--- src/rtl/seizure_pkg.sv ---
// Shared types for the seizure core run controller: sequencer states, stage codes
// and small state-classification helpers.
package seizure_pkg;

  typedef enum logic [2:0] {
    IDLE     = 3'd0,
    PC_RUN   = 3'd1,
    MCMC_RUN = 3'd2,
    DCTC_RUN = 3'd3,
    DONE     = 3'd4,
    ERROR    = 3'd5
  } seq_state_e;

  localparam logic [1:0] STG_NONE = 2'd0;
  localparam logic [1:0] STG_PC   = 2'd1;
  localparam logic [1:0] STG_MCMC = 2'd2;
  localparam logic [1:0] STG_DCTC = 2'd3;

  function automatic logic [1:0] stage_of(input seq_state_e s);
    logic [1:0] code;
    case (s)
      PC_RUN:   code = STG_PC;
      MCMC_RUN: code = STG_MCMC;
      DCTC_RUN: code = STG_DCTC;
      default:  code = STG_NONE;
    endcase
    return code;
  endfunction

  function automatic logic is_run(input seq_state_e s);
    return (stage_of(s) != STG_NONE);
  endfunction

endpackage

--- src/rtl/stage_watchdog.sv ---
// Per-stage watchdog: counts cycles spent in the current RUN state and flags the
// last permitted cycle so the sequencer can divert to ERROR.
module stage_watchdog
  import seizure_pkg::*;
#(
  parameter int TO_W = 16
) (
  input  logic            clk,
  input  logic            reset_n,
  input  logic            clear,
  input  logic            enable,
  input  logic [TO_W-1:0] limit,
  output logic            expire
);

  logic [TO_W-1:0] count_r;
  logic [TO_W-1:0] last_s;

  // Expiry fires while the counter sits on the final allowed cycle (limit-1).
  assign last_s = limit - {{(TO_W-1){1'b0}}, 1'b1};
  assign expire = enable & (count_r == last_s);

  // Cycle counter: cleared on stage entry, advanced every cycle in a RUN state.
  always_ff @(posedge clk or negedge reset_n) begin
    if (!reset_n) begin
      count_r <= {TO_W{1'b0}};
    end else if (clear) begin
      count_r <= {TO_W{1'b0}};
    end else if (enable) begin
      count_r <= count_r + {{(TO_W-1){1'b0}}, 1'b1};
    end else begin
      count_r <= count_r;
    end
  end

endmodule

--- src/rtl/core_stage_sequencer.sv ---
// Run controller for the seizure core: sequences param_calc -> mcmc -> dctc per EEG
// window with watchdog guarding, abort, continuous mode and prediction latching.
module core_stage_sequencer
  import seizure_pkg::*;
#(
  parameter int TO_W         = 16,
  parameter int PC_TIMEOUT   = 4096,
  parameter int MCMC_TIMEOUT = 16384,
  parameter int DCTC_TIMEOUT = 4096,
  parameter int WIN_W        = 8
) (
  input  logic             clk,
  input  logic             reset_n,
  input  logic             start,
  input  logic             abort,
  input  logic             continuous,
  input  logic             pc_finish,
  input  logic             mcmc_finish,
  input  logic             dctc_finish,
  input  logic             dctc_pred,
  output logic             start_pc,
  output logic             start_mcmc,
  output logic             start_dctc,
  output logic             busy,
  output logic             done,
  output logic             error,
  output logic [1:0]       err_stage,
  output logic [2:0]       state,
  output logic             seizure_flag,
  output logic [WIN_W-1:0] window_count
);

  localparam logic [TO_W-1:0] PC_LIMIT   = PC_TIMEOUT[TO_W-1:0];
  localparam logic [TO_W-1:0] MCMC_LIMIT = MCMC_TIMEOUT[TO_W-1:0];
  localparam logic [TO_W-1:0] DCTC_LIMIT = DCTC_TIMEOUT[TO_W-1:0];

  seq_state_e       state_r;
  seq_state_e       next_state_s;
  logic             start_pc_r;
  logic             start_mcmc_r;
  logic             start_dctc_r;
  logic             busy_r;
  logic             done_r;
  logic             error_r;
  logic [1:0]       err_stage_r;
  logic [1:0]       err_stage_s;
  logic             seizure_flag_r;
  logic [WIN_W-1:0] window_count_r;
  logic [TO_W-1:0]  limit_s;
  logic             expire_s;
  logic             run_s;
  logic             wd_clear_s;
  logic             win_done_s;

  // Next-state selection; abort overrides everything, finish beats timeout.
  always_comb begin
    next_state_s = state_r;
    if (abort) begin
      next_state_s = IDLE;
    end else begin
      case (state_r)
        IDLE, ERROR: begin
          if (start) next_state_s = PC_RUN;
          else       next_state_s = state_r;
        end
        PC_RUN: begin
          if (pc_finish)     next_state_s = MCMC_RUN;
          else if (expire_s) next_state_s = ERROR;
          else               next_state_s = state_r;
        end
        MCMC_RUN: begin
          if (mcmc_finish)   next_state_s = DCTC_RUN;
          else if (expire_s) next_state_s = ERROR;
          else               next_state_s = state_r;
        end
        DCTC_RUN: begin
          if (dctc_finish)   next_state_s = DONE;
          else if (expire_s) next_state_s = ERROR;
          else               next_state_s = state_r;
        end
        DONE: begin
          if (continuous) next_state_s = PC_RUN;
          else            next_state_s = IDLE;
        end
        default: next_state_s = IDLE;
      endcase
    end
  end

  // Watchdog limit and control derived from the current state.
  always_comb begin
    limit_s = PC_LIMIT;
    case (state_r)
      PC_RUN:   limit_s = PC_LIMIT;
      MCMC_RUN: limit_s = MCMC_LIMIT;
      DCTC_RUN: limit_s = DCTC_LIMIT;
      default:  limit_s = PC_LIMIT;
    endcase
    run_s      = is_run(state_r);
    wd_clear_s = (next_state_s != state_r) | ~run_s;
    win_done_s = (state_r == DCTC_RUN) & (next_state_s == DONE);
  end

  // Error stage is captured on ERROR entry, held in ERROR, cleared on any exit.
  always_comb begin
    err_stage_s = STG_NONE;
    if (next_state_s == ERROR) begin
      if (state_r == ERROR) err_stage_s = err_stage_r;
      else                  err_stage_s = stage_of(state_r);
    end else begin
      err_stage_s = STG_NONE;
    end
  end

  stage_watchdog #(
    .TO_W (TO_W)
  ) u_watchdog (
    .clk     (clk),
    .reset_n (reset_n),
    .clear   (wd_clear_s),
    .enable  (run_s),
    .limit   (limit_s),
    .expire  (expire_s)
  );

  // State register and all registered outputs, computed from the next state.
  always_ff @(posedge clk or negedge reset_n) begin
    if (!reset_n) begin
      state_r        <= IDLE;
      start_pc_r     <= 1'b0;
      start_mcmc_r   <= 1'b0;
      start_dctc_r   <= 1'b0;
      busy_r         <= 1'b0;
      done_r         <= 1'b0;
      error_r        <= 1'b0;
      err_stage_r    <= STG_NONE;
      seizure_flag_r <= 1'b0;
      window_count_r <= {WIN_W{1'b0}};
    end else begin
      state_r      <= next_state_s;
      start_pc_r   <= (next_state_s == PC_RUN)   & (state_r != PC_RUN);
      start_mcmc_r <= (next_state_s == MCMC_RUN) & (state_r != MCMC_RUN);
      start_dctc_r <= (next_state_s == DCTC_RUN) & (state_r != DCTC_RUN);
      busy_r       <= is_run(next_state_s) | (next_state_s == DONE);
      done_r       <= (next_state_s == DONE);
      error_r      <= (next_state_s == ERROR);
      err_stage_r  <= err_stage_s;
      if (win_done_s) begin
        seizure_flag_r <= dctc_pred;
        window_count_r <= window_count_r + {{(WIN_W-1){1'b0}}, 1'b1};
      end else begin
        seizure_flag_r <= seizure_flag_r;
        window_count_r <= window_count_r;
      end
    end
  end

  assign state        = state_r;
  assign start_pc     = start_pc_r;
  assign start_mcmc   = start_mcmc_r;
  assign start_dctc   = start_dctc_r;
  assign busy         = busy_r;
  assign done         = done_r;
  assign error        = error_r;
  assign err_stage    = err_stage_r;
  assign seizure_flag = seizure_flag_r;
  assign window_count = window_count_r;

endmodule

--- config.mk ---
export PLATFORM = sky130hd
export DESIGN_NAME = core_stage_sequencer
export DESIGN_NICKNAME = d
export VERILOG_FILES = /design/src/rtl/seizure_pkg.sv /design/src/rtl/stage_watchdog.sv /design/src/rtl/core_stage_sequencer.sv
export SDC_FILE = /design/constraint.sdc
export NUM_CORES = 1
export LEC_CHECK = 0
export ABC_CLOCK_PERIOD_IN_PS = 3350
export BUFFER_PORTS_ARGS = -buffer_cell sky130_fd_sc_hd__buf_4
export CORE_MARGIN = 2
export CORE_UTILIZATION = 45
export DETAILED_ROUTE_END_ITERATION = 12
export HOLD_SLACK_MARGIN = 0.08
export PLACE_DENSITY = 0.66
export SYNTH_ARGS = -nofsm -noshare
export SYNTH_HDL_FRONTEND = slang
export SYNTH_SLANG_ARGS = --single-unit
--- constraint.sdc ---
create_clock -name clk -period 3.35 [get_ports clk]
set_input_delay 0.67 -clock clk [delete_from_list [all_inputs] [get_ports clk]]
set_output_delay 0.67 -clock clk [all_outputs]
set_load 0.05 [all_outputs]
Yosys cells after proc, flatten, opt, wreduce, memory -nomap -nowiden
Cells that the tools add are included.

storage, ports and cells
  register bits = 36
  input bits = 9
  output and inout port bits = 20

cells by class
  add/subtract/negate cells = 3
  equality and inequality tests = 16
  mux-type cells = 15
  bitwise gates (word level) = 8
  reduce and logical (&&, ||, !) cells = 5

operators with widths
  kind                                                                     count
  16-bit two-way mux                                                       2
  3-bit two-way mux                                                        6
  16-bit by 1-bit adder with 16-bit output, second input constant          1
  16-bit equality test                                                     1
  15-bit by 1-bit subtractor with 16-bit output, second input constant     1
  15-bit two-way mux                                                       1
  3-bit case mux with 5 select lines                                       1
  3-bit by 2-bit equality test with 1-bit output, second input constant    4
  3-bit equality test, second input constant                               4
  2-bit case mux with 3 select lines                                       2
  8-bit by 1-bit adder with 8-bit output, second input constant            1
  3-bit by 1-bit equality test with 1-bit output, second input constant    2
  3-bit by 2-bit inequality test with 1-bit output, second input constant  2
  2-bit nonzero test                                                       3
  1-bit AND                                                                5
  2-bit two-way mux                                                        2
  3-bit logical NOT                                                        1
  3-bit by 1-bit inequality test with 1-bit output, second input constant  1
  3-bit inequality test                                                    1
  2-bit inequality test, second input constant                             1
  1-bit OR                                                                 2
  2-bit OR reduction                                                       1
  1-bit two-way mux                                                        1
  1-bit NOT                                                                1

Logic depth before layout (Yosys ltp)
Gate-level depths: netlist of run 1.

  depth after elaboration = 13
  depth in mapped cells = 8

Modules after synthesis
Synthesis of run 1 repeated with hierarchy kept, for this count alone.

unflattened totals
  cells, all modules = 262
  area, all modules = 2389.8 um^2

by module, submodules not included
  module                times used  cells an instance  area each (um^2)  sequential area each (um^2)
  stage_watchdog        1           162                1347.5            400.4
  core_stage_sequencer  1           100                1042.2            500.5

Worst setup path before layout of run 1
Ideal clock, no wire load.

  kind = register to register
  from = register state_r[0], in the netlist state[0]
  to = register u_watchdog.count_r[4]
  library setup time = 119 ps
  arrival = 2511 ps
  setup slack = 720 ps
  cell stages (with the launch flop) = 9
  clock period less this slack = 2630 ps
  cells stage by stage = dfrtp_1 -> buf_4 -> or3b_4 -> a2111oi_4 -> and2_4 -> a32oi_2 -> o311ai_4 -> buf_6 -> nor2_2

between the ends
  cells in the longest elaborated chain, start to end = 12
  elaborated cells between the ends (all ways) = 25
  classes of those cells = add/sub (1); eq/ne (7); mux (10); bitwise (3); reduce/logical (4)

ends and longest elaborated chain
  item                                                             RTL line                                                                            source
  start, declared                                                  core_stage_sequencer.sv:37                                                          seq_state_e state_r;
  start signal, assigned                                           core_stage_sequencer.sv:140                                                         state_r <= next_state_s;
  3-bit by 2-bit equality test with 1-bit output                   seizure_pkg.sv:21, core_stage_sequencer.sv:61, core_stage_sequencer.sv:93
  15-bit two-way mux                                               core_stage_sequencer.sv:93                                                          case (state_r)
  15-bit by 1-bit subtractor with 16-bit output                    stage_watchdog.sv:20                                                                assign last_s = limit - {{(TO_W-1){1'b0}}, 1'b1};
  16-bit equality test                                             stage_watchdog.sv:21                                                                assign expire = enable & (count_r == last_s);
  1-bit AND                                                        stage_watchdog.sv:21
  3-bit two-way mux                                                core_stage_sequencer.sv:68, core_stage_sequencer.sv:73, core_stage_sequencer.sv:78
  3-bit two-way mux (on tied branches)                             core_stage_sequencer.sv:77, core_stage_sequencer.sv:67, core_stage_sequencer.sv:72
  3-bit case mux with 5 select lines                               core_stage_sequencer.sv:61                                                          case (state_r)
  3-bit two-way mux                                                core_stage_sequencer.sv:58                                                          if (abort) begin
  3-bit inequality test                                            core_stage_sequencer.sv:100                                                         wd_clear_s = (next_state_s != state_r) | ~run_s;
  1-bit OR                                                         core_stage_sequencer.sv:100
  16-bit two-way mux / 2-bit nonzero test (equally long branches)  --
  end signal, assigned                                             stage_watchdog.sv:26                                                                count_r <= {TO_W{1'b0}};
  end signal, assigned                                             stage_watchdog.sv:28                                                                count_r <= {TO_W{1'b0}};
  end signal, assigned                                             stage_watchdog.sv:30                                                                count_r <= count_r + {{(TO_W-1){1'b0}}, 1'b1};
  end, declared                                                    stage_watchdog.sv:16                                                                logic [TO_W-1:0] count_r;

Parallel ways exist; a longest one is shown, timed or not.
A chain may end at the register's enable or synchronous reset.

Worst setup path in the final report of run 1
  from = register state_r[2], in the netlist state[2]
  to = register u_watchdog.count_r[5]

The elaborated chain is that of the path after synthesis.

==> results of run 1 <==
[worst max-delay path: stages (launching register included)]
cell	delay (ns)
sky130_fd_sc_hd__dfrtp_1	0.58
sky130_fd_sc_hd__nor2b_1	0.25
sky130_fd_sc_hd__a221o_1	0.44
sky130_fd_sc_hd__a31o_2	0.25
sky130_fd_sc_hd__a221oi_2	0.33
sky130_fd_sc_hd__o311ai_4	0.15
sky130_fd_sc_hd__buf_4	0.23
sky130_fd_sc_hd__nor2_2	0.12
[worst max-delay path by stage]
stage / endpoint
after floorplan: u_watchdog.count_r[4]$_DFFE_PN0P_
after global placement: seizure_flag$_DFFE_PN0P_
after detailed placement: window_count[1]$_DFFE_PN0P_
after CTS: window_count[1]$_DFFE_PN0P_
after global routing: window_count[1]$_DFFE_PN0P_
final: u_watchdog.count_r[5]$_DFFE_PN0P_
[routing by layer]
metal | part of all wire [%] | up-vias | track usage, %
met5 | 0 | - | 0
met4 | 0.82 | 0 | 5.25
met3 | 6.0 | 4 | 4.77
met2 | 49 | 44 | 30.7
met1 | 44 | 658 | 22.0
li1 | - | 655 | -
[power groups by stage]
stage | clock network, uW | registers (uW) | logic (uW)
floorplan | 0 | 611 | 265
global placement | 0 | 520 | 455
detailed placement | 0 | 521 | 464
CTS | 339 | 515 | 468
global route | 360 | 523 | 503
finish | 327 | 515 | 470
[registers in the layout (all words and copies together), names as in the netlist]
signal	flops
busy	1
done	1
err_stage	2
error	1
seizure_flag	1
start_dctc	1
start_mcmc	1
start_pc	1
state	3
u_watchdog.count_r	16
window_count	8
[cell usage in the layout (no fill, tap or decap), drive strengths merged, types with 2 or more instances in the layout]
| cell | Yosys | routed |
|---|---|---|
| xor2 | 6 | 6 |
| buf | 5 | 30 |
| nor4b | 2 | 2 |
| mux2 | 2 | 2 |
| nand2 | 7 | 7 |
| nor3 | 4 | 4 |
| o21ai | 3 | 3 |
| or3b | 2 | 2 |
| dfrtp | 36 | 36 |
| nand4 | 8 | 8 |
| xnor2 | 16 | 16 |
| or2 | 2 | 2 |
| a21oi | 7 | 7 |
| and3 | 3 | 3 |
| nor2b | 5 | 5 |
| clkbuf | 0 | 7 |
| a22o | 2 | 2 |
| ha | 2 | 2 |
| o311ai | 2 | 2 |
| inv | 8 | 8 |
| nand3 | 8 | 8 |
| nor2 | 24 | 24 |
[logic make-up (layout without fill, tap and decap cells)]
kind of cell             count (synthesis)  after routing
AO/OA/AOI/OAI                           23             23
XOR/XNOR                                22             22
adder cells (fa/ha/maj)                  2              2
buffers and inverters                   13             45
flip-flops                              36             36
multiplexers                             2              2
AND/OR/NAND/NOR                         71             71
[cell type report]
type                    count  area share, %
repair buffers             30           10.3
clock buffers               7           4.40
flip-flops and latches     36           41.2
inverters                   8           1.37
well taps                  50           2.86
multi-input cells         120           39.9
[stage by stage]
step / hold WS (ns) / std cells / setup slack [ns]
2_1_floorplan: 0.374 / 169 / 0.720
3_3_place_gp: 0.465 / 244 / 0.924
3_5_place_dp: 0.480 / 244 / 0.870
4_1_cts: 0.345 / 251 / 0.921
5_1_grt: 0.359 / 251 / 0.764
6_report: 0.332 / 251 / 0.920
==> impl_metrics.prom, run 1 <==
# TYPE chip_impl_metric gauge
chip_impl_info{name="status",value="finished clean"} 1
chip_impl_metric{name="fill_cells",unit=""} 361
chip_impl_metric{name="yosys_register_bits",unit=""} 36
chip_impl_metric{name="finalInstanceArea",unit="um2"} 2190
chip_impl_metric{name="post_cts_resized",unit=""} 0
chip_impl_metric{name="timing.final.crit_period",unit="ns"} 2.43
chip_impl_metric{name="max-vdd-ir-drop",unit="mV"} 0.363
chip_impl_info{name="main_combinational_cell_family_by_area_after_synthesis",value="simple AND/OR/NAND/NOR gates"} 1
chip_impl_metric{name="cts.sinks",unit=""} 36
chip_impl_info{name="synth.top_cells.by_count",value="sky130_fd_sc_hd__dfrtp_1 (36), sky130_fd_sc_hd__xnor2_1 (16), sky130_fd_sc_hd__nor2_1 (14), sky130_fd_sc_hd__nor2_2 (10)"} 1
chip_impl_metric{name="worst_clock_skew",unit="ns"} 0.00763
chip_impl_metric{name="timing.reg2reg.setup_slack",unit="ns"} 0.92
chip_impl_metric{name="layout_worst_path_cycle_share",unit="%"} 72.5
chip_impl_metric{name="post_synthesis_instance_area",unit="um2"} 1840
chip_impl_metric{name="totalWireLength",unit="um"} 3670
chip_impl_metric{name="post_route_cells_drive_above_1_share",unit="%"} 29.9
chip_impl_metric{name="critPathArrivalTime",unit="ns"} 2.64
chip_impl_metric{name="syn_inst",unit=""} 169
chip_impl_metric{name="cp.required",unit="ns"} 3.56
chip_impl_metric{name="cts_hold_buf",unit=""} 0
chip_impl_metric{name="power_leakage",unit="uW"} 0.000994
chip_impl_metric{name="finish.net_count",unit=""} 212
chip_impl_info{name="yosys_most_used_dff",value="sky130_fd_sc_hd__dfrtp_1"} 1
chip_impl_metric{name="rows",unit=""} 23
chip_impl_metric{name="power_density",unit="nW/um2"} 599
chip_impl_metric{name="ant_nets",unit=""} 0
chip_impl_metric{name="antenna_found_initial",unit=""} 0
chip_impl_metric{name="grt_start_max_net_pins",unit=""} 37
chip_impl_metric{name="p_comb_share",unit="%"} 35.8
chip_impl_metric{name="synth_compound_gate_area_share",unit="%"} 12.2
chip_impl_metric{name="share_clk_of_total_power",unit="%"} 24.9
chip_impl_metric{name="area_fraction_in_and_or_nand_and_nor_cells_after_synthesis",unit="%"} 22.2
chip_impl_metric{name="io_pins",unit=""} 29
chip_impl_metric{name="start_util",unit="%"} 46.3
chip_impl_metric{name="synth_xor_xnor_area_share",unit="%"} 10.5
chip_impl_metric{name="clock_insertion_delay_worst_skew",unit="ns"} 0.28
chip_impl_metric{name="placed_area",unit="um2"} 2090
chip_impl_metric{name="clk_pin_slew_worst_paths",unit="ns"} 0.07
chip_impl_metric{name="grt_overflow",unit=""} 0
chip_impl_metric{name="slew_violations",unit=""} 0
chip_impl_info{name="grt_setup_unrepaired",value="false"} 1
chip_impl_metric{name="detail_route.drc_violations",unit=""} 0
chip_impl_metric{name="dpl.hpwl",unit="um"} 2580
chip_impl_metric{name="drt_iter0_drc",unit=""} 88
chip_impl_metric{name="synth-seq-area-share",unit="%"} 48.9
chip_impl_metric{name="vias_in_the_first_global_route",unit=""} 1380
chip_impl_info{name="top_cells_by_area_in_the_synthesized_netlist",value="sky130_fd_sc_hd__dfrtp_1 (49%), sky130_fd_sc_hd__xnor2_1 (7.6%), sky130_fd_sc_hd__nor2_2 (3.4%), sky130_fd_sc_hd__nor2_1 (2.9%), sky130_fd_sc_hd__xor2_1 (2.9%)"} 1
chip_impl_metric{name="layout-area-overhead-vs-synth",unit="%"} 18.9
chip_impl_metric{name="total_routing_usage_gr",unit="%"} 17.9
chip_impl_info{name="critical_path.endpoint_type",value="flip-flop"} 1
chip_impl_metric{name="diodes",unit=""} 0
chip_impl_metric{name="multi_input_comb_area",unit="um2"} 873
chip_impl_metric{name="htree_levels",unit=""} 2
chip_impl_metric{name="largest_fanout_on_the_critical_path",unit=""} 16
chip_impl_metric{name="placement.io_buffers",unit=""} 28
chip_impl_metric{name="sequentialPowerShare",unit="%"} 39.2
chip_impl_metric{name="slew-limit-headroom",unit="%"} 62.2
chip_impl_metric{name="sw_frac_of_total",unit="%"} 37.4
chip_impl_metric{name="die_width",unit="um"} 68.0
chip_impl_metric{name="post_synth.cell_area_avg",unit="um2"} 10.9
chip_impl_metric{name="routabilityCongestion",unit=""} 0.879
chip_impl_metric{name="synth.area.mux_share",unit="%"} 1.22
chip_impl_metric{name="async_reset_ff_share",unit="%"} 100
chip_impl_metric{name="routed-via-count",unit=""} 1361
chip_impl_metric{name="cells_on_worst_reg2reg_path",unit=""} 7
chip_impl_info{name="critPathLaunch",value="state[2]$_DFF_PN0_"} 1
chip_impl_metric{name="synth_adder_area_share",unit="%"} 1.36
chip_impl_metric{name="clock_path_buffers",unit=""} 2
chip_impl_metric{name="max_freq",unit="MHz"} 412
chip_impl_metric{name="design.die.area",unit="um2"} 4620
chip_impl_metric{name="fin_tns_setup",unit="ns"} 0
chip_impl_metric{name="yosysUniqueCellTypes",unit=""} 45
chip_impl_metric{name="wire_length_of_the_first_global_routing_pass",unit="um"} 6180
chip_impl_metric{name="chipHeight",unit="um"} 68.0
chip_impl_metric{name="power_switching",unit="uW"} 491
chip_impl_info{name="crit-reg2reg-launch",value="state[2]$_DFF_PN0_"} 1
chip_impl_metric{name="finalCoreUtilization",unit="%"} 55.1
chip_impl_info{name="hp-class",value="in -> async"} 1
chip_impl_metric{name="drtPass1Iterations",unit=""} 4
chip_impl_info{name="tritoncts",value="done"} 1
chip_impl_metric{name="power.internal",unit="uW"} 821
chip_impl_info{name="clock-root-buffer",value="sky130_fd_sc_hd__clkbuf_8"} 1
chip_impl_info{name="r2r-end",value="u_watchdog.count_r[5]$_DFFE_PN0P_"} 1
chip_impl_metric{name="number_of_hold_slack_violations_in_the_final_timing_report",unit=""} 0
chip_impl_info{name="cp-start-kind",value="flip-flop"} 1
chip_impl_metric{name="cap_violations",unit=""} 0
chip_impl_metric{name="netlist.area_leader.share",unit="%"} 48.9
chip_impl_metric{name="routed_len_inst",unit="um"} 14.6
chip_impl_metric{name="yosys_warnings",unit=""} 0
chip_impl_metric{name="design_power_total",unit="uW"} 1310
chip_impl_metric{name="area.sequential",unit="um2"} 901
chip_impl_metric{name="finalSetupViolations",unit=""} 0
chip_impl_info{name="post-synth-top-count-cell",value="sky130_fd_sc_hd__dfrtp_1"} 1
chip_impl_metric{name="route.detailed.vias_per_inst",unit=""} 5.42
chip_impl_metric{name="synth-edff-count",unit=""} 0
chip_impl_info{name="criticalPathCategory",value="reg -> reg"} 1
chip_impl_metric{name="cts_made_buffers",unit=""} 5
chip_impl_info{name="synth.largest_area_cell",value="sky130_fd_sc_hd__dfrtp_1"} 1
chip_impl_metric{name="timing_worst_slew_pin_value",unit="ns"} 0.568
chip_impl_metric{name="core_area",unit="um2"} 3970
chip_impl_metric{name="syn_nets",unit=""} 180
chip_impl_metric{name="postCtsSetupRepairBufs",unit=""} 0
No activity file was read; power rests on OpenSTA's default activity.
==> run 2, diff against run 1 <==
- ABC_AREA: not set -> 1
- ABC_CLOCK_PERIOD_IN_PS: 3350 -> 2270
- PLACE_DENSITY: 0.66 -> 0.65
- clock period: 3.35 -> 2.27 ns (I/O delays scaled with it)
==> run 2 against run 1 <==
  * Combinational power is 64% lower
  * Worst hold slack got worse by 0.22 ns
  * Core utilization grew 1.4 points
  * Critical path type unchanged
==> impl_metrics.prom, run 2 <==
# TYPE chip_impl_metric gauge
chip_impl_metric{name="yosysUniqueCellTypes",unit=""} 26
chip_impl_metric{name="grt_overflow",unit=""} 0
chip_impl_metric{name="cts_hold_buf",unit=""} 0
chip_impl_metric{name="sequentialPowerShare",unit="%"} 48.3
chip_impl_metric{name="post_synth.cell_area_avg",unit="um2"} 9.03
chip_impl_metric{name="antenna_found_initial",unit=""} 0
chip_impl_metric{name="cap_violations",unit=""} 0
chip_impl_metric{name="share_clk_of_total_power",unit="%"} 39.6
chip_impl_info{name="top_cells_by_area_in_the_synthesized_netlist",value="sky130_fd_sc_hd__dfrtp_1 (47%), sky130_fd_sc_hd__nand2_1 (8.6%), sky130_fd_sc_hd__nor3_2 (5.2%), sky130_fd_sc_hd__xor2_1 (4.6%), sky130_fd_sc_hd__nand3_1 (4.2%)"} 1
chip_impl_metric{name="totalWireLength",unit="um"} 3670
chip_impl_metric{name="ant_nets",unit=""} 0
chip_impl_metric{name="routabilityCongestion",unit=""} 0.811
chip_impl_info{name="hp-class",value="in -> async"} 1
chip_impl_metric{name="start_util",unit="%"} 47.2
chip_impl_metric{name="post_synthesis_instance_area",unit="um2"} 1910
chip_impl_metric{name="chipHeight",unit="um"} 69.2
chip_impl_metric{name="core_area",unit="um2"} 4060
chip_impl_metric{name="finalSetupViolations",unit=""} 0
chip_impl_metric{name="post_route_cells_drive_above_1_share",unit="%"} 27.5
chip_impl_metric{name="io_pins",unit=""} 29
chip_impl_metric{name="wire_length_of_the_first_global_routing_pass",unit="um"} 6270
chip_impl_metric{name="syn_nets",unit=""} 223
chip_impl_metric{name="dpl.hpwl",unit="um"} 2470
chip_impl_metric{name="timing.hold.ws",unit="ns"} 0.109
chip_impl_metric{name="fin_tns_setup",unit="ns"} 0
chip_impl_metric{name="syn_inst",unit=""} 212
chip_impl_metric{name="drt_iter0_drc",unit=""} 109
chip_impl_metric{name="max_ffs_per_register",unit=""} 16
chip_impl_metric{name="die_width",unit="um"} 69.2
chip_impl_metric{name="rows",unit=""} 23
chip_impl_info{name="layout.cells.most_common_list",value="sky130_fd_sc_hd__nand2_1 (44), sky130_fd_sc_hd__dfrtp_1 (36), sky130_fd_sc_hd__buf_4 (29)"} 1
chip_impl_metric{name="timing_worst_slew_pin_value",unit="ns"} 0.514
chip_impl_info{name="criticalPathCategory",value="reg -> reg"} 1
chip_impl_metric{name="cts.sinks",unit=""} 36
chip_impl_metric{name="async_reset_ff_share",unit="%"} 100
chip_impl_metric{name="max_freq",unit="MHz"} 495
chip_impl_info{name="tritoncts",value="done"} 1
chip_impl_metric{name="largest_fanout_on_the_critical_path",unit=""} 8
chip_impl_metric{name="power_density",unit="nW/um2"} 607
chip_impl_info{name="synth.largest_area_cell",value="sky130_fd_sc_hd__dfrtp_1"} 1
chip_impl_metric{name="clock_path_buffers",unit=""} 2
chip_impl_metric{name="routed-via-count",unit=""} 1474
chip_impl_metric{name="sw_frac_of_total",unit="%"} 25.8
chip_impl_metric{name="synth-edff-count",unit=""} 0
chip_impl_metric{name="timing.final.crit_period",unit="ns"} 2.02
chip_impl_metric{name="cp.required",unit="ns"} 2.44
chip_impl_info{name="cp-start-kind",value="flip-flop"} 1
chip_impl_metric{name="number_of_hold_slack_violations_in_the_final_timing_report",unit=""} 0
chip_impl_metric{name="drtPass1Iterations",unit=""} 4
chip_impl_info{name="clock-root-buffer",value="sky130_fd_sc_hd__clkbuf_8"} 1
chip_impl_metric{name="slew-limit-headroom",unit="%"} 65.4
chip_impl_metric{name="design_power_total",unit="uW"} 1390
chip_impl_metric{name="finalInstanceArea",unit="um2"} 2290
chip_impl_metric{name="diodes",unit=""} 0
chip_impl_metric{name="synth-seq-area-share",unit="%"} 47.1
chip_impl_metric{name="finish.net_count",unit=""} 257
chip_impl_info{name="mostFrequentLayoutCell",value="sky130_fd_sc_hd__nand2_1"} 1
chip_impl_metric{name="yosys_register_bits",unit=""} 36
chip_impl_metric{name="power_leakage",unit="uW"} 0.00107
chip_impl_metric{name="worst_clock_skew",unit="ns"} 0.00625
chip_impl_info{name="post-synth-top-count-cell",value="sky130_fd_sc_hd__nand2_1"} 1
chip_impl_metric{name="max-vdd-ir-drop",unit="mV"} 0.379
chip_impl_info{name="synth.top_cells.by_count",value="sky130_fd_sc_hd__nand2_1 (44), sky130_fd_sc_hd__dfrtp_1 (36), sky130_fd_sc_hd__inv_1 (20), sky130_fd_sc_hd__nand3_1 (16), sky130_fd_sc_hd__nor3_1 (12)"} 1
chip_impl_metric{name="clk_pin_slew_worst_paths",unit="ns"} 0.07
chip_impl_metric{name="placed_area",unit="um2"} 2170
chip_impl_metric{name="grt_start_max_net_pins",unit=""} 37
chip_impl_metric{name="clock_insertion_delay_worst_skew",unit="ns"} 0.29
chip_impl_metric{name="slew_violations",unit=""} 0
chip_impl_metric{name="cts_made_buffers",unit=""} 5
chip_impl_info{name="status",value="finished clean"} 1
chip_impl_info{name="grt_setup_unrepaired",value="false"} 1
chip_impl_metric{name="yosys_warnings",unit=""} 0
chip_impl_info{name="critical_path.endpoint_type",value="flip-flop"} 1
chip_impl_metric{name="netlist.area_leader.share",unit="%"} 47.1
chip_impl_info{name="largest_register",value="u_watchdog.count_r"} 1
chip_impl_metric{name="design.die.area",unit="um2"} 4790
chip_impl_metric{name="power_switching",unit="uW"} 359
chip_impl_metric{name="power.internal",unit="uW"} 1030
chip_impl_metric{name="p_comb_share",unit="%"} 12.1
chip_impl_metric{name="vias_in_the_first_global_route",unit=""} 1382
chip_impl_info{name="yosys_most_used_dff",value="sky130_fd_sc_hd__dfrtp_1"} 1
chip_impl_metric{name="layout_worst_path_cycle_share",unit="%"} 89.0
chip_impl_metric{name="critPathArrivalTime",unit="ns"} 2.19
chip_impl_metric{name="routed_len_inst",unit="um"} 12.3
chip_impl_metric{name="total_routing_usage_gr",unit="%"} 16.3
chip_impl_metric{name="htree_levels",unit=""} 2
chip_impl_metric{name="layout-area-overhead-vs-synth",unit="%"} 19.7
chip_impl_metric{name="placement.io_buffers",unit=""} 28
chip_impl_metric{name="route.detailed.vias_per_inst",unit=""} 4.96
chip_impl_metric{name="detail_route.drc_violations",unit=""} 0
[run 2: cell count changes after synthesis, sizes merged, moves of 4 or more]
| cell | before | now |
|---|---|---|
| nor2b | 5 | 0 |
| nand3 | 8 | 19 |
| inv | 8 | 23 |
| nor3 | 4 | 22 |
| xor2 | 6 | 10 |
| o21ai | 3 | 7 |
| nor2 | 24 | 14 |
| nand2 | 7 | 54 |
| xnor2 | 16 | 9 |
[run 2: final timing paths]
check	startpoint	endpoint	slack [ns]	cells past startpoint
worst max-delay path	u_watchdog.count_r[0]$_DFFE_PN0P_	u_watchdog.count_r[7]$_DFFE_PN0P_	0.25	12
worst min-delay path	reset_n	u_watchdog.count_r[9]$_DFFE_PN0P_	0.11	1
worst max register to register	u_watchdog.count_r[0]$_DFFE_PN0P_	u_watchdog.count_r[7]$_DFFE_PN0P_	0.25	12
worst min register to register	seizure_flag$_DFFE_PN0P_	seizure_flag$_DFFE_PN0P_	0.48	2
max in group asynchronous	reset_n	u_watchdog.count_r[3]$_DFFE_PN0P_	1.85	1
min in group clk	dctc_pred	seizure_flag$_DFFE_PN0P_	0.36	3
[run 2: power by group through the flow]
stage | logic, uW | clock network (uW) | registers [uW]
after floorplan | 63.6 | 0 | 728
after global placement | 163 | 0 | 684
after detailed placement | 164 | 0 | 684
after CTS | 164 | 572 | 671
after global routing | 183 | 596 | 674
final | 168 | 551 | 672
[run 2: repair_timing]
action | CTS | global route
endpoints found under the setup margin | 0 | 5
resized for setup | 0 | 1
buffers inserted | 0 | 0
[run 2: cell type report]
cell class	count	area, um2
clock buffer	6	72.6
clock inverter	2	35.0
fill	372	1770
inverter	23	86.3
multi-input combinational	151	917
sequential	36	901
tap	50	62.6
timing repair buffer	29	218
[run 2: worst max-delay path: stages (launching register included)]
cell and delay [ns]:
sky130_fd_sc_hd__dfrtp_1 0.40, sky130_fd_sc_hd__ha_1 0.20, sky130_fd_sc_hd__nand2_1 0.10, sky130_fd_sc_hd__nor2_4 0.13, sky130_fd_sc_hd__nand2_2 0.10, sky130_fd_sc_hd__nor2_4 0.12
sky130_fd_sc_hd__nand3_2 0.09, sky130_fd_sc_hd__nand2_1 0.07, sky130_fd_sc_hd__nand3_1 0.08, sky130_fd_sc_hd__nand2_2 0.16, sky130_fd_sc_hd__nand2_1 0.18, sky130_fd_sc_hd__nand3_4 0.22
sky130_fd_sc_hd__nor3_2 0.05
[run 2: logic make-up (layout without fill, tap and decap cells)]
group	count (synthesis)	in the layout	synth area share, %
simple gates	115	116	32.9
flops	36	36	47.1
buf+inv	26	60	5.95
xor+xnor	19	19	8.69
compound gates	14	14	4.05
fa+ha+maj	2	2	1.31
[run 2: stage by stage]
| stage | utilization (%) | cells | worst slack (ns) |
|---|---|---|---|
| after floorplan | - | 212 | 0.173 |
| after global placement | 53.4 | 288 | 0.300 |
| after detailed placement | 53.4 | 288 | 0.225 |
| after CTS | 56.1 | 296 | 0.196 |
| after global routing | 56.5 | 297 | 0.0358 |
| final | 56.5 | 297 | 0.250 |
[run 2: layer usage]
metal  vias up  track usage (%)  share of wire, %
met5         -                0                 0
met3         7             4.07               4.1
li1        760                -                 -
met1       677             21.2                47
met2        30             25.4                46
met4         0             7.84               2.2
==> run 3, diff against run 2 <==
- REMOVE_ABC_BUFFERS: not set -> 1
==> run 3 against run 2 <==
  * Clock-buffer cell count decreased by 1
  * Global-route usage increased by 0.68 points
  * Via count decreased by 0.20%
  * Sequential share of layout area increased by 0.11 points
  * Core utilization decreased by 0.15 points
  * First-iteration DRC count decreased by 10%
  * Worst hold slack got worse by 0.0012 ns
  * Critical path type unchanged
  * Critical endpoint is now u_watchdog.count_r[10]$_DFFE_PN0P_
  * Largest cell class is now registers
  * Highest routed layer unchanged
==> impl_metrics.prom, run 3 (same netlist as run 2, synthesis figures left out) <==
# TYPE chip_impl_metric gauge
chip_impl_info{name="status",value="finished clean"} 1
chip_impl_metric{name="routed_len_inst",unit="um"} 11.8
chip_impl_info{name="r2r-end",value="u_watchdog.count_r[10]$_DFFE_PN0P_"} 1
chip_impl_metric{name="post_route_cells_drive_above_1_share",unit="%"} 27.9
chip_impl_metric{name="clk_pin_slew_worst_paths",unit="ns"} 0.07
chip_impl_metric{name="detail_route.drc_violations",unit=""} 0
chip_impl_metric{name="totalWireLength",unit="um"} 3490
chip_impl_metric{name="finalCoreUtilization",unit="%"} 56.3
chip_impl_metric{name="chipHeight",unit="um"} 69.2
chip_impl_metric{name="postCtsSetupRepairBufs",unit=""} 0
chip_impl_metric{name="power_leakage",unit="uW"} 0.00107
chip_impl_metric{name="timing_worst_slew_pin_value",unit="ns"} 0.509
chip_impl_metric{name="worst_clock_skew",unit="ns"} 0.00774
chip_impl_metric{name="htree_levels",unit=""} 2
chip_impl_metric{name="max_ffs_per_register",unit=""} 16
chip_impl_metric{name="finalSetupViolations",unit=""} 0
chip_impl_metric{name="routabilityCongestion",unit=""} 0.795
chip_impl_info{name="layout.cells.most_common_list",value="sky130_fd_sc_hd__nand2_1 (44), sky130_fd_sc_hd__dfrtp_1 (36), sky130_fd_sc_hd__buf_4 (30)"} 1
chip_impl_metric{name="slew-limit-headroom",unit="%"} 65.8
chip_impl_metric{name="finish.net_count",unit=""} 257
chip_impl_metric{name="start_util",unit="%"} 47.2
chip_impl_metric{name="io_pins",unit=""} 29
chip_impl_metric{name="cp.required",unit="ns"} 2.47
chip_impl_metric{name="cts_made_buffers",unit=""} 5
chip_impl_metric{name="die_width",unit="um"} 69.2
chip_impl_metric{name="timing.hold.ws",unit="ns"} 0.107
chip_impl_metric{name="dpl.hpwl",unit="um"} 2500
chip_impl_metric{name="grt_start_max_net_pins",unit=""} 37
chip_impl_metric{name="total_routing_usage_gr",unit="%"} 17.0
chip_impl_metric{name="clock_insertion_delay_worst_skew",unit="ns"} 0.29
chip_impl_metric{name="cts_hold_buf",unit=""} 0
chip_impl_metric{name="number_of_hold_slack_violations_in_the_final_timing_report",unit=""} 0
chip_impl_metric{name="critPathArrivalTime",unit="ns"} 2.21
chip_impl_info{name="largest_register",value="u_watchdog.count_r"} 1
chip_impl_info{name="crit-reg2reg-launch",value="u_watchdog.count_r[0]$_DFFE_PN0P_"} 1
chip_impl_info{name="cp-start-kind",value="flip-flop"} 1
chip_impl_info{name="mostFrequentLayoutCell",value="sky130_fd_sc_hd__nand2_1"} 1
chip_impl_metric{name="core_area",unit="um2"} 4060
chip_impl_metric{name="grt_overflow",unit=""} 0
chip_impl_metric{name="clock_path_buffers",unit=""} 2
chip_impl_info{name="critical_path.endpoint_type",value="flip-flop"} 1
chip_impl_metric{name="max-vdd-ir-drop",unit="mV"} 0.385
chip_impl_metric{name="routed-via-count",unit=""} 1471
chip_impl_metric{name="max_freq",unit="MHz"} 497
chip_impl_info{name="criticalPathCategory",value="reg -> reg"} 1
chip_impl_metric{name="route.detailed.vias_per_inst",unit=""} 4.95
chip_impl_metric{name="design.die.area",unit="um2"} 4790
chip_impl_metric{name="wire_length_of_the_first_global_routing_pass",unit="um"} 6640
chip_impl_metric{name="post_layout_nonfiller_instances",unit=""} 297
chip_impl_info{name="clock-root-buffer",value="sky130_fd_sc_hd__clkbuf_8"} 1
chip_impl_metric{name="layout_worst_path_cycle_share",unit="%"} 88.7
chip_impl_metric{name="largest_fanout_on_the_critical_path",unit=""} 16
chip_impl_info{name="hp-class",value="in -> async"} 1
chip_impl_metric{name="placement.io_buffers",unit=""} 28
chip_impl_info{name="grt_setup_unrepaired",value="false"} 1
chip_impl_metric{name="power_density",unit="nW/um2"} 608
chip_impl_metric{name="drt_iter0_drc",unit=""} 98
chip_impl_metric{name="cts.sinks",unit=""} 36
chip_impl_metric{name="dp.cells",unit=""} 289
chip_impl_metric{name="diodes",unit=""} 0
chip_impl_metric{name="drtPass1Iterations",unit=""} 4
chip_impl_metric{name="timing.final.crit_period",unit="ns"} 2.01
chip_impl_metric{name="cap_violations",unit=""} 0
chip_impl_metric{name="timing.reg2reg.setup_slack",unit="ns"} 0.26
chip_impl_metric{name="cells_on_worst_reg2reg_path",unit=""} 13
chip_impl_metric{name="slew_violations",unit=""} 0
chip_impl_metric{name="vias_in_the_first_global_route",unit=""} 1443
chip_impl_metric{name="ant_nets",unit=""} 0
chip_impl_metric{name="layout-area-overhead-vs-synth",unit="%"} 19.4
chip_impl_metric{name="antenna_found_initial",unit=""} 0
chip_impl_info{name="tritoncts",value="done"} 1
chip_impl_metric{name="post_cts_resized",unit=""} 0
chip_impl_metric{name="fin_tns_setup",unit="ns"} 0
chip_impl_metric{name="rows",unit=""} 23
[run 3: cell count changes in the layout (fill, tap and decap cells not counted)]
cell,delta
sky130_fd_sc_hd__buf_4,+1
sky130_fd_sc_hd__nand3_4,-1
sky130_fd_sc_hd__clkbuf_1,-1
sky130_fd_sc_hd__clkinvlp_4,+1
[run 3: report_power, final]
part,total [uW],switching (uW),internal (uW)
clock,552,228,325
sequential,670,13.8,657
combinational,166,117,49.6
total,1390,358,1030
[run 3: stage by stage]
step / instance area [um2] / power, uW / setup WS, ns
detailed placement: 2170 / 851 / 0.253
finish: 2290 / 1390 / 0.257
floorplan: 1890 / 788 / 0.221
CTS: 2290 / 1410 / 0.230
global route: 2290 / 1460 / 0.0221
global placement: 2170 / 850 / 0.300
[run 3: per-layer routing]
metal	track usage, %	wire [um]
met1	21.9	1590
met2	27.6	1680
met3	4.22	146
met4	6.54	72
met5	0	0
[run 3: worst max path at each step]
stage | startpoint | endpoint | slack (ns) | depth (start not counted)
6_report | u_watchdog.count_r[0]$_DFFE_PN0P_ | u_watchdog.count_r[10]$_DFFE_PN0P_ | 0.26 | 13
4_1_cts | u_watchdog.count_r[0]$_DFFE_PN0P_ | u_watchdog.count_r[10]$_DFFE_PN0P_ | 0.23 | 13
3_3_place_gp | u_watchdog.count_r[0]$_DFFE_PN0P_ | u_watchdog.count_r[13]$_DFFE_PN0P_ | 0.30 | 12
2_1_floorplan | state[0]$_DFF_PN0_ | u_watchdog.count_r[10]$_DFFE_PN0P_ | 0.22 | 12
3_5_place_dp | u_watchdog.count_r[0]$_DFFE_PN0P_ | u_watchdog.count_r[10]$_DFFE_PN0P_ | 0.25 | 13
5_1_grt | u_watchdog.count_r[0]$_DFFE_PN0P_ | u_watchdog.count_r[11]$_DFFE_PN0P_ | 0.02 | 13
[run 3: final cells by class]
type	instances	area (um2)
clock inverter	3	42.5
timing repair buffer	30	225
inverter	23	86.3
fill	375	1770
tap	50	62.6
sequential	36	901
multi-input combinational	150	900
clock buffer	5	68.8
[run 3: worst max-delay path: stages (launching register included)]
cell and delay (ns):
sky130_fd_sc_hd__dfrtp_1 0.40, sky130_fd_sc_hd__ha_1 0.20, sky130_fd_sc_hd__nand2_1 0.09, sky130_fd_sc_hd__nor2_4 0.12
sky130_fd_sc_hd__nand2_2 0.09, sky130_fd_sc_hd__nor2_4 0.12, sky130_fd_sc_hd__nand3_2 0.09, sky130_fd_sc_hd__nand2_1 0.07
sky130_fd_sc_hd__nand2_1 0.05, sky130_fd_sc_hd__nand2_1 0.08, sky130_fd_sc_hd__nand2_2 0.11, sky130_fd_sc_hd__nand2_2 0.10
sky130_fd_sc_hd__nand3_4 0.21, sky130_fd_sc_hd__nor3_1 0.20
